$ cat src/rtl/cbs_result_writer_if.sv
// Pixel input stream and feature-map write port of the CBS result writer.
// The writer connects through the slave modport; the producer/memory side uses master.
interface cbs_result_writer_if #(
  parameter int ADDR_W = 25,
  parameter int DATA_W = 16
);
  logic              in_valid;
  logic [DATA_W-1:0] in_data;
  logic              in_ready;
  logic              mem_wr_en;
  logic [ADDR_W-1:0] mem_addr;
  logic [DATA_W-1:0] mem_data;
  logic              mem_ready;

  modport slave (
    input  in_valid, in_data, mem_ready,
    output in_ready, mem_wr_en, mem_addr, mem_data
  );

  modport master (
    output in_valid, in_data, mem_ready,
    input  in_ready, mem_wr_en, mem_addr, mem_data
  );
endinterface

$ cat src/rtl/cbs_result_writer.sv
// Raster-order CBS result writer: one-entry output register driving a feature-map write port.
// Optional macro CBS_WR_CLAMP_EN clamps negative pixels to zero on the way in.
module cbs_result_writer #(
  parameter int IMG_W      = 640,
  parameter int IMG_H      = 640,
  parameter int LINE_PITCH = 640,
  parameter int BASE_ADDR  = 0,
  parameter int ADDR_W     = 25,
  parameter int DATA_W     = 16
) (
  input  logic                clk,
  input  logic                reset,
  input  logic                start,
  cbs_result_writer_if.slave  bus,
  output logic                busy,
  output logic                frame_done,
  output logic [ADDR_W-1:0]   pix_count
);

  localparam int COL_W = (IMG_W > 1) ? $clog2(IMG_W) : 1;
  localparam int ROW_W = (IMG_H > 1) ? $clog2(IMG_H) : 1;
  localparam logic [COL_W-1:0]  COL_LAST = COL_W'(IMG_W - 1);
  localparam logic [ROW_W-1:0]  ROW_LAST = ROW_W'(IMG_H - 1);
  localparam logic [ADDR_W-1:0] BASE     = ADDR_W'(BASE_ADDR);
  localparam logic [ADDR_W-1:0] PITCH    = ADDR_W'(LINE_PITCH);

  typedef enum logic [1:0] {IDLE, RUN, FLUSH, DONE} state_t;

  state_t            state, state_nxt;
  logic [COL_W-1:0]  col;
  logic [ROW_W-1:0]  row;
  logic [ADDR_W-1:0] row_base;
  logic [DATA_W-1:0] pix_in;
  logic              in_acc;
  logic              wr_acc;
  logic              last_pix;

  assign bus.in_ready = (state == RUN) && (!bus.mem_wr_en || bus.mem_ready);
  assign in_acc       = bus.in_valid && bus.in_ready;
  assign wr_acc       = bus.mem_wr_en && bus.mem_ready;
  assign last_pix     = (row == ROW_LAST) && (col == COL_LAST);

`ifdef CBS_WR_CLAMP_EN
  assign pix_in = bus.in_data[DATA_W-1] ? '0 : bus.in_data;
`else
  assign pix_in = bus.in_data;
`endif

  // NOTE: every output of a combinational block gets a default first so no path infers a latch.
  always_comb begin
    state_nxt  = state;
    busy       = 1'b0;
    frame_done = 1'b0;
    unique case (state)
      IDLE:  if (start) state_nxt = RUN;
      RUN: begin
        busy = 1'b1;
        if (in_acc && last_pix) state_nxt = FLUSH;
      end
      FLUSH: begin
        busy = 1'b1;
        if (wr_acc) state_nxt = DONE;
      end
      DONE: begin
        busy       = 1'b1;
        frame_done = 1'b1;
        state_nxt  = IDLE;
      end
      default: state_nxt = IDLE;
    endcase
  end

  // NOTE: sequential state uses non-blocking assignments so all registers update from pre-edge values.
  always_ff @(posedge clk or negedge reset) begin
    if (!reset) state <= IDLE;
    else        state <= state_nxt;
  end

  // Raster counters; row_base accumulates the pitch so no multiplier is needed.
  always_ff @(posedge clk or negedge reset) begin
    if (!reset) begin
      col      <= '0;
      row      <= '0;
      row_base <= BASE;
    end else if (in_acc) begin
      if (col == COL_LAST) begin
        col <= '0;
        if (row == ROW_LAST) begin
          row      <= '0;
          row_base <= BASE;
        end else begin
          row      <= row + ROW_W'(1);
          row_base <= row_base + PITCH;
        end
      end else begin
        col <= col + COL_W'(1);
      end
    end
  end

  // Output register: reloads on input accept, empties on a write accept with no reload.
  always_ff @(posedge clk or negedge reset) begin
    if (!reset) begin
      bus.mem_wr_en <= 1'b0;
      bus.mem_addr  <= '0;
      bus.mem_data  <= '0;
    end else if (in_acc) begin
      bus.mem_wr_en <= 1'b1;
      bus.mem_addr  <= row_base + ADDR_W'(col);
      bus.mem_data  <= pix_in;
    end else if (wr_acc) begin
      bus.mem_wr_en <= 1'b0;
    end
  end

  always_ff @(posedge clk or negedge reset) begin
    if (!reset)                      pix_count <= '0;
    else if (state == IDLE && start) pix_count <= '0;
    else if (wr_acc)                 pix_count <= pix_count + ADDR_W'(1);
  end

endmodule
$ cat src/flat_wrapper.sv
// flat-port wrapper written by rule: the top's interface ports become plain ports
module cbs_result_writer_flat 
#(
  parameter int IMG_W      = 640,
  parameter int IMG_H      = 640,
  parameter int LINE_PITCH = 640,
  parameter int BASE_ADDR  = 0,
  parameter int ADDR_W     = 25,
  parameter int DATA_W     = 16
)
  (clk, reset, start, busy, frame_done, pix_count, bus_in_valid, bus_in_data, bus_mem_ready, bus_in_ready, bus_mem_wr_en, bus_mem_addr, bus_mem_data);
  cbs_result_writer_if #(.ADDR_W(ADDR_W), .DATA_W(DATA_W)) bus_i ();
  input  logic clk;
  input  logic reset;
  input  logic start;
  output logic busy;
  output logic frame_done;
  output logic [ADDR_W-1:0] pix_count;
  input wire logic [$bits(bus_i.in_valid)-1:0] bus_in_valid;
  input wire logic [$bits(bus_i.in_data)-1:0] bus_in_data;
  input wire logic [$bits(bus_i.mem_ready)-1:0] bus_mem_ready;
  output wire logic [$bits(bus_i.in_ready)-1:0] bus_in_ready;
  output wire logic [$bits(bus_i.mem_wr_en)-1:0] bus_mem_wr_en;
  output wire logic [$bits(bus_i.mem_addr)-1:0] bus_mem_addr;
  output wire logic [$bits(bus_i.mem_data)-1:0] bus_mem_data;
  assign bus_i.in_valid = bus_in_valid;
  assign bus_i.in_data = bus_in_data;
  assign bus_i.mem_ready = bus_mem_ready;
  assign bus_in_ready = bus_i.in_ready;
  assign bus_mem_wr_en = bus_i.mem_wr_en;
  assign bus_mem_addr = bus_i.mem_addr;
  assign bus_mem_data = bus_i.mem_data;
  cbs_result_writer #(.IMG_W(IMG_W), .IMG_H(IMG_H), .LINE_PITCH(LINE_PITCH), .BASE_ADDR(BASE_ADDR), .ADDR_W(ADDR_W), .DATA_W(DATA_W)) u_core (.clk(clk), .reset(reset), .start(start), .bus(bus_i), .busy(busy), .frame_done(frame_done), .pix_count(pix_count));
endmodule
$ cat config.mk
export PLATFORM = sky130hd
export DESIGN_NAME = cbs_result_writer_flat
export DESIGN_NICKNAME = d
export VERILOG_FILES = /design/src/rtl/cbs_result_writer_if.sv /design/src/rtl/cbs_result_writer.sv /design/src/flat_wrapper.sv
export SDC_FILE = /design/constraint.sdc
export NUM_CORES = 1
export LEC_CHECK = 0
export BUFFER_PORTS_ARGS = -buffer_cell sky130_fd_sc_hd__buf_4
export CORE_MARGIN = 2
export CORE_UTILIZATION = 56
export CTS_CLUSTER_DIAMETER = 150
export DETAILED_ROUTE_END_ITERATION = 7
export GPL_ROUTABILITY_DRIVEN = 0
export GPL_TIMING_DRIVEN = 0
export PLACE_DENSITY = 0.85
export SYNTH_ARGS = -nofsm -noshare
export SYNTH_HDL_FRONTEND = slang
export SYNTH_SLANG_ARGS = --single-unit
$ cat constraint.sdc
create_clock -name clk -period 3.12 [get_ports clk]
set_clock_uncertainty 0.2 [all_clocks]
set_input_delay 0.936 -clock clk [delete_from_list [all_inputs] [get_ports clk]]
set_output_delay 0.936 -clock clk [all_outputs]
set_load 0.01 [all_outputs]
==> flow_metrics.env <==
export IMPL_pre_cts_slack_ps=107.3
export IMPL_postRouteAntennaNets=0
export IMPL_fin_cells=777
export IMPL_cp_max_fo=10
export IMPL_vias=4299
export IMPL_ys_ff_latch=107
export IMPL_gr_usage_all_layers_pct=23.70
export IMPL_yosysWarnings=0
export IMPL_crit_chain="inv_1 > ha_1 > nand2_1 > nor3b_4 > nand2_1 > nor2_2 > buf_2 > nor2_1"
export IMPL_die_h_um=100.9
export IMPL_port_buffers=90
export IMPL_status="finished clean"
export IMPL_drt_iter0_markers=237
export IMPL_clk_pin_slew_worst_paths_ps=110
export IMPL_worstSetupPathType="flop to flop"
export IMPL_design_area_mm2=0.006310
export IMPL_drv_slew=0
export IMPL_dpl_cell_area_mm2=0.006070
export IMPL_ys_async_sr_fraction_pct=100.0
export IMPL_relSlewSlack_pct=38.90
export IMPL_cellPowerDensity_mw_per_mm2=483.4
export IMPL_synth_cell_types=40
export IMPL_drive_gt1_share_pct=17.87
export IMPL_min_period_ps=2778
export IMPL_diodes=0
export IMPL_root_buffer="clkbuf_8"
export IMPL_nNetsFinal=695
export IMPL_dieArea_mm2=0.01017
export IMPL_cts_resized_gates=0
export IMPL_die_w_um=100.9
export IMPL_finalSetupViolCount=0
export IMPL_worst_path_most_repeated_cell="nand2_1"
export IMPL_fin_tns_setup_ps=0
export IMPL_areaGrowthSynthToFinish_pct=20.07
export IMPL_maxCapViolations=0
export IMPL_antenna_found_initial=0
export IMPL_drcViolationCount=0
export IMPL_finalHoldViolCount=0
export IMPL_syn_avg_cell_area_um2=9.401
export IMPL_drt_pass1_iter_count=5
export IMPL_period_share_pct=89.02
export IMPL_vdd_ir_drop_worst_mv=0.2581
export IMPL_crit_arrival_ps=2830
export IMPL_clockBufferDepth=2
export IMPL_place_hpwl_um=8395
export IMPL_holdBufCountCts=0
export IMPL_io_pins=91
export IMPL_final_util_pct=68.94
export IMPL_path_buf_inv=2
export IMPL_synthFlopType="dfrtp_1"
export IMPL_slowest_stage="nor2_2"
export IMPL_viasPerCell=5.533
export IMPL_worst_endpoint_required_ps=3170
export IMPL_rsz0062_at_grt="no"
export IMPL_first_global_vias=4137
export IMPL_wire_per_inst_um=14.88
export IMPL_core_mm2=0.009153
export IMPL_setup_ws_ps=342.4
export IMPL_clk_latency_ps=370
export IMPL_syn_inst=559
export IMPL_p_leak_nw=3.002
export IMPL_cts_sinks=107
export IMPL_placed_cells=760
export IMPL_cpPeakStageDelay_ps=450
export IMPL_worst_pin_slew_ps=909.4
export IMPL_synth_area_mm2=0.005255
export IMPL_num_rows=35
export IMPL_postCtsSetupRepairBufs=0
export IMPL_ys_seq_area_share_pct=50.95
export IMPL_syn_num_nets=593
export IMPL_cts_tree="built"
export IMPL_drt_wl_total_um=11560
export IMPL_fmax_mhz=360.0
export IMPL_grt_pass1_wl_um=19240
export IMPL_synth_edf_count=0
export IMPL_critical_path_top_delay_family="simple AND/OR/NAND/NOR gates"
export IMPL_gr_total_overflow=0
export IMPL_hold_ws_ps=118.6
export IMPL_grt_max_degree=108
export IMPL_crit_path_start_kind="flop"
export IMPL_cts_buffers=9
export IMPL_initial_core_util_pct=57.42
export IMPL_hold_path_class="input pin to async pin"
export IMPL_htree_levels=3
export IMPL_total_power_mw=3.050
export IMPL_endpoint_kind="flop"
## flip-flops by register name (all words and copies together), names as in the netlist
| signal | count |
|---|---|
| u_core.bus.mem_addr | 25 |
| u_core.pix_count | 25 |
| u_core.row_base | 18 |
| u_core.bus.mem_data | 16 |
| u_core.col | 10 |
| u_core.row | 10 |
| u_core.state | 2 |
| u_core.bus.mem_wr_en | 1 |
## synthesized netlist by cell type (all sizes together) (2+ instances only)
master,count,area (µm²)
a21oi,11,55.05
a22o,2,17.52
a2bb2oi,2,17.52
and2,7,43.79
and3,7,43.79
and4,6,52.55
buf,5,25.02
clkbuf,19,71.32
dfrtp,107,2678
ha,13,162.7
inv,12,45.04
mux2,2,22.52
nand2,122,457.9
nand3,16,80.08
nand4,22,152.7
nor2,51,193.9
nor2b,5,31.28
nor3,11,55.05
nor4,8,50.05
nor4b,2,17.52
o211ai,5,37.54
o21ai,34,170.2
o21bai,4,30.03
o31ai,3,22.52
or3,7,43.79
xnor2,36,315.3
xor2,30,262.8
## power breakdown
| group | internal, mW | total [mW] | switching [mW] |
|---|---|---|---|
| clock | 0.400 | 0.890 | 0.489 |
| combinational | 0.244 | 0.531 | 0.287 |
| sequential | 1.51 | 1.63 | 0.120 |
## layer usage
layer	part of all wire, %	up-vias	GRT usage (%)	routed length (µm)
met4	1.4	0	7.060	160
li1	-	2080	-	-
met3	4.5	15	4.230	515
met5	0	-	0	0
met2	49	119	38.97	5668
met1	45	2085	32.29	5218
## cell families (layout without fill, tap and decap cells)
group / count (synthesis) / in the layout / synth area share, %
XOR/XNOR: 66 / 66 / 11.00
AO/OA/AOI/OAI: 64 / 64 / 7.310
AND/OR/NAND/NOR: 270 / 270 / 24.45
adder cells (fa/ha/maj): 13 / 13 / 3.095
flip-flops: 107 / 107 / 50.95
other: 1 / 1 / 0.07136
multiplexers: 2 / 2 / 0.4285
buffers and inverters: 36 / 143 / 2.690
## placed cells by master, fill, tap and decap left out, types with 2 or more instances in the layout
| cell | n |
|---|---|
| a21oi_1 | 11 |
| a22o_1 | 2 |
| a2bb2oi_1 | 2 |
| and2_1 | 7 |
| and3_1 | 7 |
| and4_1 | 6 |
| buf_2 | 5 |
| buf_4 | 89 |
| clkbuf_1 | 19 |
| clkbuf_8 | 10 |
| clkinvlp_4 | 2 |
| dfrtp_1 | 107 |
| ha_1 | 13 |
| inv_1 | 12 |
| inv_6 | 2 |
| nand2_1 | 122 |
| nand3_1 | 16 |
| nand4_1 | 21 |
| nor2_1 | 50 |
| nor2b_1 | 5 |
| nor3_1 | 11 |
| nor4_1 | 8 |
| nor4b_1 | 2 |
| o211ai_1 | 5 |
| o21ai_0 | 34 |
| o21bai_1 | 4 |
| o31ai_1 | 3 |
| or3_1 | 7 |
| xnor2_1 | 36 |
| xor2_1 | 30 |
## area by class of cell
type / instances / area (µm²)
tap: 111 / 138.9
clock buffer: 10 / 137.6
fill: 698 / 2843
multi-input combinational: 416 / 2436
inverter: 12 / 45.04
clock inverter: 6 / 71.32
sequential: 107 / 2678
buffer: 24 / 96.34
timing repair buffer: 91 / 706.9
## worst paths after layout
kind,from,endpoint,slack [ps],depth (start not counted)
max,u_core.state[1],u_core.row_base[14],340,8
min,reset,u_core.pix_count[4],120,1
max reg2reg,u_core.state[1],u_core.row_base[14],340,8
min reg2reg,u_core.bus.mem_addr[0],u_core.bus.mem_addr[0],290,2
max in group asynchronous,reset,u_core.row[2],1910,2
min in group clk,u_core.bus.mem_addr[0],u_core.bus.mem_addr[0],290,2
Power figures use the tool's default switching activity.
